File: src/rtl/memory_bus_pkg.sv
// memory_bus_pkg
// Shared definitions for the memory bus controller:
//   state_t : controller FSM encodings (IDLE=0, WAIT=1, ACCESS=2, DONE=3)
//   WAIT_W  : width of each per-bank wait-state field
//   TMO_W   : width of the ACCESS timeout counter
package memory_bus_pkg;

    typedef enum logic [1:0] {
        IDLE   = 2'd0,
        WAIT   = 2'd1,
        ACCESS = 2'd2,
        DONE   = 2'd3
    } state_t;

    localparam int WAIT_W = 4;
    localparam int TMO_W  = 8;

endpackage

File: src/rtl/memory_bus_timer.sv
// memory_bus_timer
// Loadable down-counter that paces the WAIT state.
// Ports:
//   clk        : clock, rising edge
//   reset      : asynchronous active-low reset, clears the count
//   i_load     : load i_load_val (has priority over decrement)
//   i_load_val : value to load
//   i_dec      : decrement by one (saturates at zero)
//   o_last     : count currently equals 1 (final wait cycle)
module memory_bus_timer
    import memory_bus_pkg::*;
#(
    parameter int W = WAIT_W
) (
    input  logic         clk,
    input  logic         reset,
    input  logic         i_load,
    input  logic [W-1:0] i_load_val,
    input  logic         i_dec,
    output logic         o_last
);

    logic [W-1:0] r_count;

    always_ff @(posedge clk or negedge reset) begin
        if (!reset) begin
            r_count <= '0;
        end else if (i_load) begin
            r_count <= i_load_val;
        end else if (i_dec && (r_count != '0)) begin
            r_count <= r_count - 1'b1;
        end
    end

    assign o_last = (r_count == W'(1));

endmodule

File: src/rtl/memory_bus_ctrl.sv
// memory_bus_ctrl
// Single-master controller that routes CPU requests to one of NUM_BANKS
// banks selected by the top address bits, with per-bank wait states and a
// timeout on slow banks.
// Ports:
//   clk, reset        : clock and asynchronous active-low reset
//   address, data_in, write_mask, write_enable, bus_enable : CPU request
//   data_out, ready, error : CPU completion (ready is a one-cycle pulse)
//   bank_enable, bank_address, bank_data_in, bank_write_mask,
//   bank_write_enable : latched request presented to the banks
//   bank_data_out, bank_ready : bank read data slices and completions
module memory_bus_ctrl
    import memory_bus_pkg::*;
#(
    parameter int ADDR_WIDTH = 16,
    parameter int DATA_WIDTH = 32,
    parameter int BANK_BITS  = 2,
    parameter logic [WAIT_W*(2**BANK_BITS)-1:0] BANK_WAIT = '0,
    parameter int TIMEOUT    = 255
) (
    input  logic                                  clk,
    input  logic                                  reset,
    input  logic [ADDR_WIDTH-1:0]                 address,
    input  logic [DATA_WIDTH-1:0]                 data_in,
    input  logic [DATA_WIDTH/8-1:0]               write_mask,
    input  logic                                  write_enable,
    input  logic                                  bus_enable,
    output logic [DATA_WIDTH-1:0]                 data_out,
    output logic                                  ready,
    output logic                                  error,
    output logic [(2**BANK_BITS)-1:0]             bank_enable,
    output logic [ADDR_WIDTH-BANK_BITS-1:0]       bank_address,
    output logic [DATA_WIDTH-1:0]                 bank_data_in,
    output logic [DATA_WIDTH/8-1:0]               bank_write_mask,
    output logic                                  bank_write_enable,
    input  logic [(2**BANK_BITS)*DATA_WIDTH-1:0]  bank_data_out,
    input  logic [(2**BANK_BITS)-1:0]             bank_ready
);

    localparam int NUM_BANKS = 2**BANK_BITS;
    localparam int LOW_W     = ADDR_WIDTH - BANK_BITS;

    state_t                   r_state;
    logic [LOW_W-1:0]         r_addr;
    logic [DATA_WIDTH-1:0]    r_data;
    logic [DATA_WIDTH/8-1:0]  r_mask;
    logic                     r_we;
    logic [BANK_BITS-1:0]     r_bank;
    logic [TMO_W-1:0]         r_tmo;
    logic [DATA_WIDTH-1:0]    r_data_out;
    logic                     r_ready;
    logic                     r_error;
    logic [NUM_BANKS-1:0]     r_bank_en;
    logic                     r_bank_we;

    logic [BANK_BITS-1:0]     w_bank;
    logic [WAIT_W-1:0]        w_bank_wait;
    logic                     w_accept;
    logic                     w_wait_last;
    logic [DATA_WIDTH-1:0]    w_rdata;

    assign w_bank      = address[ADDR_WIDTH-1 -: BANK_BITS];
    assign w_bank_wait = BANK_WAIT[w_bank*WAIT_W +: WAIT_W];
    assign w_accept    = (r_state == IDLE) && bus_enable;
    assign w_rdata     = bank_data_out[r_bank*DATA_WIDTH +: DATA_WIDTH];

    memory_bus_timer #(.W(WAIT_W)) u_wait_timer (
        .clk        (clk),
        .reset      (reset),
        .i_load     (w_accept),
        .i_load_val (w_bank_wait),
        .i_dec      (r_state == WAIT),
        .o_last     (w_wait_last)
    );

    // Bank strobes are registered on the transition into ACCESS and dropped
    // on the transition out, so they are high exactly during ACCESS.
    always_ff @(posedge clk or negedge reset) begin
        if (!reset) begin
            r_state    <= IDLE;
            r_addr     <= '0;
            r_data     <= '0;
            r_mask     <= '0;
            r_we       <= 1'b0;
            r_bank     <= '0;
            r_tmo      <= '0;
            r_data_out <= '0;
            r_ready    <= 1'b0;
            r_error    <= 1'b0;
            r_bank_en  <= '0;
            r_bank_we  <= 1'b0;
        end else begin
            case (r_state)
                IDLE: begin
                    if (bus_enable) begin
                        r_addr <= address[LOW_W-1:0];
                        r_data <= data_in;
                        r_mask <= write_mask;
                        r_we   <= write_enable;
                        r_bank <= w_bank;
                        if (w_bank_wait != '0) begin
                            r_state <= WAIT;
                        end else begin
                            r_state   <= ACCESS;
                            r_tmo     <= '0;
                            r_bank_en <= NUM_BANKS'(1) << w_bank;
                            r_bank_we <= write_enable;
                        end
                    end
                end
                WAIT: begin
                    if (w_wait_last) begin
                        r_state   <= ACCESS;
                        r_tmo     <= '0;
                        r_bank_en <= NUM_BANKS'(1) << r_bank;
                        r_bank_we <= r_we;
                    end
                end
                ACCESS: begin
                    // bank_ready is checked first so it wins a tie with timeout
                    if (bank_ready[r_bank]) begin
                        if (!r_we) r_data_out <= w_rdata;
                        r_error   <= 1'b0;
                        r_ready   <= 1'b1;
                        r_state   <= DONE;
                        r_bank_en <= '0;
                        r_bank_we <= 1'b0;
                    end else if (r_tmo == TMO_W'(TIMEOUT - 1)) begin
                        r_data_out <= '1;
                        r_error    <= 1'b1;
                        r_ready    <= 1'b1;
                        r_state    <= DONE;
                        r_bank_en  <= '0;
                        r_bank_we  <= 1'b0;
                    end else begin
                        r_tmo <= r_tmo + 1'b1;
                    end
                end
                DONE: begin
                    r_ready <= 1'b0;
                    r_state <= IDLE;
                end
                default: r_state <= IDLE;
            endcase
        end
    end

    assign data_out          = r_data_out;
    assign ready             = r_ready;
    assign error             = r_error;
    assign bank_enable       = r_bank_en;
    assign bank_address      = r_addr;
    assign bank_data_in      = r_data;
    assign bank_write_mask   = r_mask;
    assign bank_write_enable = r_bank_we;

endmodule

File: config.mk
export PLATFORM = sky130hd
export DESIGN_NAME = memory_bus_ctrl
export DESIGN_NICKNAME = d
export VERILOG_FILES = /design/src/rtl/memory_bus_pkg.sv /design/src/rtl/memory_bus_timer.sv /design/src/rtl/memory_bus_ctrl.sv
export SDC_FILE = /design/constraint.sdc
export NUM_CORES = 1
export LEC_CHECK = 0
export CAP_MARGIN = 20
export CORE_ASPECT_RATIO = 0.9
export CORE_MARGIN = 10
export CORE_UTILIZATION = 36
export CTS_BUF_LIST = sky130_fd_sc_hd__clkbuf_4 sky130_fd_sc_hd__clkbuf_8
export CTS_CLUSTER_DIAMETER = 120
export CTS_CLUSTER_SIZE = 28
export DETAILED_ROUTE_END_ITERATION = 12
export MAX_ROUTING_LAYER = met4
export PLACE_DENSITY = 0.75
export SYNTH_ARGS = -nofsm -noshare
export SYNTH_HDL_FRONTEND = slang
export SYNTH_SLANG_ARGS = --single-unit
File: constraint.sdc
create_clock -name clk -period 7 [get_ports clk]
set_clock_uncertainty 0.2 [all_clocks]
set_input_delay 1.4 -clock clk [delete_from_list [all_inputs] [get_ports clk]]
set_output_delay 1.4 -clock clk [all_outputs]
set_load 0.03 [all_outputs]
### Word-level counts from Yosys, hierarchy flattened

Index checks and enable logic that the tools add are counted.

| word-level totals | value |
|---|---|
| bits in registers | 106 |
| bits in latches | 0 |
| bits in writable memories | 0 |
| ROM bits | 0 |
| bits of input ports | 188 |
| output and inout bits | 89 |
| logic and storage cells | 83 |
| memories kept | 0 |

| cells by class | value |
|---|---|
| add/subtract/negate cells | 2 |
| $mul | 0 |
| div/mod/pow operators | 0 |
| magnitude comparators | 1 |
| equality and inequality tests | 12 |
| shift-type cells | 4 |
| multiplexer cells | 35 |
| bitwise gates (word level) | 0 |
| reduce and logical (&&, ||, !) cells | 16 |

Operator list:

| operator | count |
|---|---|
| 128-bit by 8-bit variable part select with 32-bit output | 1 |
| 32-bit two-way mux | 3 |
| 8-bit two-way mux | 5 |
| 4-bit two-way mux | 7 |
| 8-bit case mux with 3 select lines | 1 |
| 16-bit by 5-bit variable part select with 4-bit output, first input constant | 1 |
| 2-bit != test, second input constant | 6 |
| 4-bit case mux with 3 select lines | 1 |
| 2-bit two-way mux | 5 |
| 1-bit two-way mux | 9 |
| 8-bit by 1-bit adder with 8-bit output, second input constant | 1 |
| 8-bit equality test, second input constant | 1 |
| 2-bit case mux with 4 select lines | 1 |
| 4-bit nonzero test | 2 |
| 1-bit by 2-bit left shift with 4-bit output, first input constant | 2 |
| 2-bit AND reduction | 3 |
| 3-bit AND reduction | 2 |
| 6-bit AND reduction | 1 |
| 2-bit nonzero test | 3 |
| 5-bit AND reduction | 1 |
| 2-bit equality test, second input constant | 2 |
| 4-bit by 1-bit equality test with 1-bit output, second input constant | 1 |
| 4-bit by 1-bit subtractor with 4-bit output, second input constant | 1 |
| 2-bit by 3-bit less-than comparator with 1-bit output, second input constant | 1 |
| 8 further kinds | 9 |

### Depth between registers and ports, before layout

| logic depth | value |
|---|---|
| depth in word-level cells | 5 |
| depth in mapped cells | 8 |
| mapped depth without buffers | 6 |

### Modules after synthesis

From an unflattened synthesis, not the netlist that was laid out.

| unflattened totals | value |
|---|---|
| cell total of the unflattened synthesis | 362 |
| area, all modules | 5163.7 um^2 |

Modules (own cells, without submodules):

| module | times used | cells an instance | area each (um^2) | seq. area each (um^2) |
|---|---|---|---|---|
| memory_bus_ctrl | 1 | 333 | 4880.9 | 2552.4 |
| memory_bus_timer | 1 | 29 | 282.8 | 100.1 |

### Least setup slack after synthesis

No wires, ideal clock.

| timing path | value |
|---|---|
| kind | input port to flip-flop |
| from | in bank_ready[3] |
| to | reg r_tmo[6] |
| library setup time | 0.128 ns |
| arrival | 2.654 ns |
| required time | 6.672 ns |
| setup slack | 4.018 ns |
| stages | 4 |
| path buffers | 0 |
| cells stage by stage | mux4_2 > or4b_1 > a21oi_1 > o22ai_1 |

| on the way | value |
|---|---|
| word-level cells in the longest chain between the ends | 4 |

Ends and longest elaborated chain:

| element | line | text |
|---|---|---|
| start: declaration | memory_bus_ctrl.sv:37 | `input logic [(2**BANK_BITS)-1:0] bank_ready` |
| 1-bit binary-select mux with 2-bit select | memory_bus_ctrl.sv:121 | `if (bank_ready[r_bank]) begin` |
| 1-bit two-way mux (implied by the code) | memory_bus_ctrl.sv:121 |  |
| 2-bit != test (no source line) | n/a |  |
| 6-bit AND reduction (no source line) | n/a |  |
| end signal: assignment | memory_bus_ctrl.sv:136 | `r_tmo <= r_tmo + 1'b1;` |
| end: declaration | memory_bus_ctrl.sv:49 | `logic [TMO_W-1:0] r_tmo;` |

No other way between the ends. The select of a mux whose other input is x is not followed.
A chain may end at the register's enable or synchronous reset.

### Final worst setup path

| timing path | value |
|---|---|
| from | in bank_ready[3] |
| to | reg r_bank_we (netlist: bank_write_enable) |

| on the way | value |
|---|---|
| word-level cells in the longest chain between the ends | 4 |
| elaborated cells on any way between the ends | 6 |
| classes of those cells | eq/ne (1); mux (4); reduce/logical (1) |

Ends and longest elaborated chain:

| element | line | text |
|---|---|---|
| 1-bit binary-select mux with 2-bit select (*) | memory_bus_ctrl.sv:121 |  |
| 1-bit two-way mux (implied by the code) (*) | memory_bus_ctrl.sv:121 |  |
| 3-bit != test (no source line) / 1-bit two-way mux (equally long branches) | n/a |  |
| 5-bit AND reduction (no source line) / 1-bit case mux with 3 select lines (equally long branches) | n/a |  |
| end signal: assignment | memory_bus_ctrl.sv:107 | `r_bank_we <= write_enable;` |
| end signal: assignment | memory_bus_ctrl.sv:116 | `r_bank_we <= r_we;` |
| end: declaration | memory_bus_ctrl.sv:54 | `logic r_bank_we;` |

Mark *: on every way between the ends. The rest lies on a longest branch, timed or not. The select of a mux whose other input is x is not followed.

==> results.md <==
Synth:
- The number of nets handed over by synthesis was 553.
- Synthesis inferred 106 register bits.
- The library cell occupying the most area in the post-synthesis netlist is dfrtp_1.
- Synthesis instantiated 48 different standard cells from the library.
- The warning count from the yosys run is 0.
- Yosys attributes the largest share of cell area to dfrtp_1 52%, mux4_2 15%, mux2_2 12%, o22a_1 5.5%, ha_1 2.2%.
- For this run, the register share of the synthesized area comes to 0.5176.
- Counting every instance in the synthesized netlist gives 356.
- The synthesized cell area is 5125 um2.
- Of the post-synthesis cell area, the dominant cell type holds 0.5176.
- The commonest register cell after synthesis is dfrtp_1.
- Counting flops with a built-in enable in the synthesized netlist gives 0.
- In the synthesized netlist the async set-or-reset flop fraction comes to 1.000.
- The average cell area after synthesis is 14.40 um2.

GRT:
- The initial antenna violation count is 2.
- The number of global-route vias before repair is 4744.
- Across every metal layer, demand over resource in global routing totals 0.1892.
- The pin count of the biggest net entering global routing is 55.
- The first global-routing pass estimated 27900 um of wire.
- The overflow left after global routing is 0.

Power and ir drop:
- The switching power summed over all nets is 1.513 mW.
- The portion of total power attributed to combinational logic is 0.596.
- IR analysis of the VDD net gives a maximum drop of 342.6 uV.
- The internal power is 2.117 mW.
- The analysis attributes to cell leakage a power of 3.242 nW.
- Of the total power, the share spent switching nets is 0.4167.
- The ratio of total power to cell area is 439.6 nW/um2.
- The fraction of power consumed by the clock network is 0.111.
- The proportion of power drawn by flip-flops and latches is 0.294.

Worst setup path:
- Along the worst path, the maximum fanout reaches 11.
- STA puts the critical path data arrival time at 3.72 ns.
- The endpoint required time on the critical path is 7.06 ns.
- The worst setup path is of the input pin to register kind.
- The worst setup path is launched from an input pin.
- The endpoint class of the critical path is a register.

Detailed routing:
- In the routed design, unresolved DRC markers number 0.
- In the routed layout, each cell is associated on average with a via count of 5.128.
- The number of iterations in the first detailed-routing pass is 4.
- Across all layers, the routed design uses 4195 vias.
- The count of routing violations after the opening detailed-route iteration is 209.
- The remaining antenna violation count after routing is 0.
- Dividing the detail-routed wire length by the instance count gives 21.93 um.
- The total detailed-routing wirelength is 17940 um.

Clock tree:
- CTS saw 106 sinks.
- The number of buffers inserted during clock tree synthesis is 9.
- After clock tree synthesis, the flow added hold-fix buffers numbering 0.
- CTS built an H-tree with a depth of 3.
- The clock transition at the registers of the reported paths is 0.09 ns.
- After clock tree synthesis, the setup repair step added 0 buffers.
- The cell sitting at the root of the clock tree is a clkbuf_8.
- TritonCTS built the clock tree.
- Once the clock tree was built, the resizer swapped 0 gates to a different size.
- The insertion delay to the later sink of the worst-skew pair is 0.37 ns.
- The maximum clock insertion buffer count is 2.

Final layout:
- Measured on the finished design, the core utilization comes to 0.5897.
- After the last flow step, the layout net total stands at 817.
- Leaving out fill and tap cells, the most frequent cells in the layout are 275 x clkdlybuf4s50_1, 105 x dfrtp_1, 54 x mux2_2.
- The library cell used most frequently in the layout, excluding fill and tap cells, is clkdlybuf4s50_1.
- The share of final-layout standard cells stronger than drive strength 1 is 0.1798.
- The area added between synthesis and finish is 61.13%.
- The final instance count without filler cells is 818.

Run:
- Across the run, the number of max-cap violations was 0.

Timing:
- After layout, the minimum clock period comes to 3.656 ns.
- The setup violation total in the final timing report is 0.
- Setup total negative slack on the finished layout was measured at 0 ns.
- The post-route clock period utilization is 0.5222.
- The number of hold violations in the final report came to 0.
- The upper clock frequency limit is 273.6 MHz.
- The worst slew margin relative to its limit is 0.4273.
- The smallest hold slack is 0.3007 ns.
- The total count of max-transition violations in the final report is 0.
- Setup repair after global routing left no endpoint under its margin.
- At the pin with the least slew margin, the transition time is 0.8590 ns.

Placed design:
- Summed over all nets, the half-perimeter wirelength after detailed placement is 14380 um.
- Buffers placed on the I/O ports in this run total 276.
- The final weighted congestion in routability-driven placement is 0.8108.
- The number of instances in the placed design is 802.

Die:
- The vertical extent of the die is 133.2 um.
- The die covers 19420 um2.
- For this configuration, the core starts out at a cell density of 0.3659.
- The floorplan step set the die width to 145.8 um.
- After floorplanning, the core was sized to cover 14000 um2.
- The I/O pin count is 277.
- In this run the core area contains 41 standard-cell rows.

Min path:
- The class of the tightest hold or removal check is register to register.

Run status:
- The run finished with clean final reports.
## Yosys cell counts (2+ instances only)
cell,n
dfrtp_1,106
mux2_2,54
mux4_2,33
o22a_1,32
clkbuf_1,18
inv_1,12
nand2_1,12
a21oi_1,10
ha_1,9
nand3_1,6
buf_2,5
o2bb2ai_1,5
mux2i_1,4
nand4_1,3
nor2_1,3
o21ai_0,3
a211o_1,2
a221o_1,2
buf_1,2
nand3b_1,2
o211ai_1,2
o22ai_1,2
o311ai_0,2
or3_1,2
xnor2_1,2
## routing by layer
| metal | GRT usage | vias up | part of all wire |
|---|---|---|---|
| met5 | - | - | 0 |
| met4 | 0.05836 | 0 | 0.014 |
| met3 | 0.08294 | 17 | 0.11 |
| met2 | 0.2971 | 207 | 0.47 |
| met1 | 0.2146 | 2065 | 0.41 |
| li1 | - | 1906 | - |
## critical path: stages
cell and delay (ns):
clkdlybuf4s50_1 0.39, mux4_2 0.57, a21oi_1 0.71, a21o_1 0.31
mux2_1 0.34
## worst paths after layout
check	start	endpoint	slack, ns	cells after the start
setup / recovery	bank_ready[3]	bank_write_enable	3.34	5
hold / removal	data_out[15]	data_out[15]	0.30	1
setup reg to reg	r_state[0]	data_out[3]	4.12	6
hold reg to reg	data_out[15]	data_out[15]	0.30	1
max in group asynchronous	reset	bank_data_in[25]	4.61	2
min in group asynchronous	reset	bank_data_in[26]	0.85	1
## kinds of logic (layout without fill, tap and decap cells)
| group | Yosys count | after routing | share of synthesized area |
|---|---|---|---|
| fa+ha+maj | 9 | 9 | 0.02197 |
| buf+inv | 40 | 307 | 0.03296 |
| compound gates | 72 | 72 | 0.1126 |
| xor+xnor | 3 | 3 | 0.005128 |
| simple gates | 34 | 34 | 0.03613 |
| mux | 92 | 92 | 0.2737 |
| other cells | 0 | 2 | 0 |
| flops | 106 | 106 | 0.5176 |
## layout make-up
| cell class | count | area [um2] |
|---|---|---|
| Fill cell | 1165 | 5747 |
| Timing Repair Buffer | 281 | 2798 |
| Sequential cell | 106 | 2654 |
| Multi-Input combinational cell | 210 | 2310 |
| Tap cell | 193 | 241.5 |
| Clock buffer | 9 | 123.9 |
| Clock inverter | 5 | 81.33 |
| Inverter | 12 | 45.04 |
| Antenna cell | 2 | 5.005 |
## power by group through the flow
stage | logic, mW | clock network, mW | registers (mW)
6_report | 2.16 | 0.402 | 1.07
5_1_grt | 2.31 | 0.438 | 1.10
4_1_cts | 2.20 | 0.415 | 1.07
3_5_place_dp | 2.19 | 0 | 1.08
3_3_place_gp | 2.14 | 0 | 1.06
2_1_floorplan | 0.843 | 0 | 1.55
## sequential cells by signal (all words and copies together) (netlist names), 2 cells and up
name                  count
bank_enable               4
r_tmo                     8
bank_write_mask           4
r_bank                    2
u_wait_timer.r_count      4
bank_data_in             32
data_out                 32
bank_address             14
r_state                   2
## stage by stage
stage          total power, mW  area (um2)  worst slack, ns
2_1_floorplan            2.388        5125            4.018
3_3_place_gp             3.206        8048            3.024
3_5_place_dp             3.265        8048            2.966
4_1_cts                  3.679        8253            3.379
5_1_grt                  3.847        8258            3.242
6_report                 3.630        8258            3.344
Note: power is estimated with default switching activity, not from simulation.
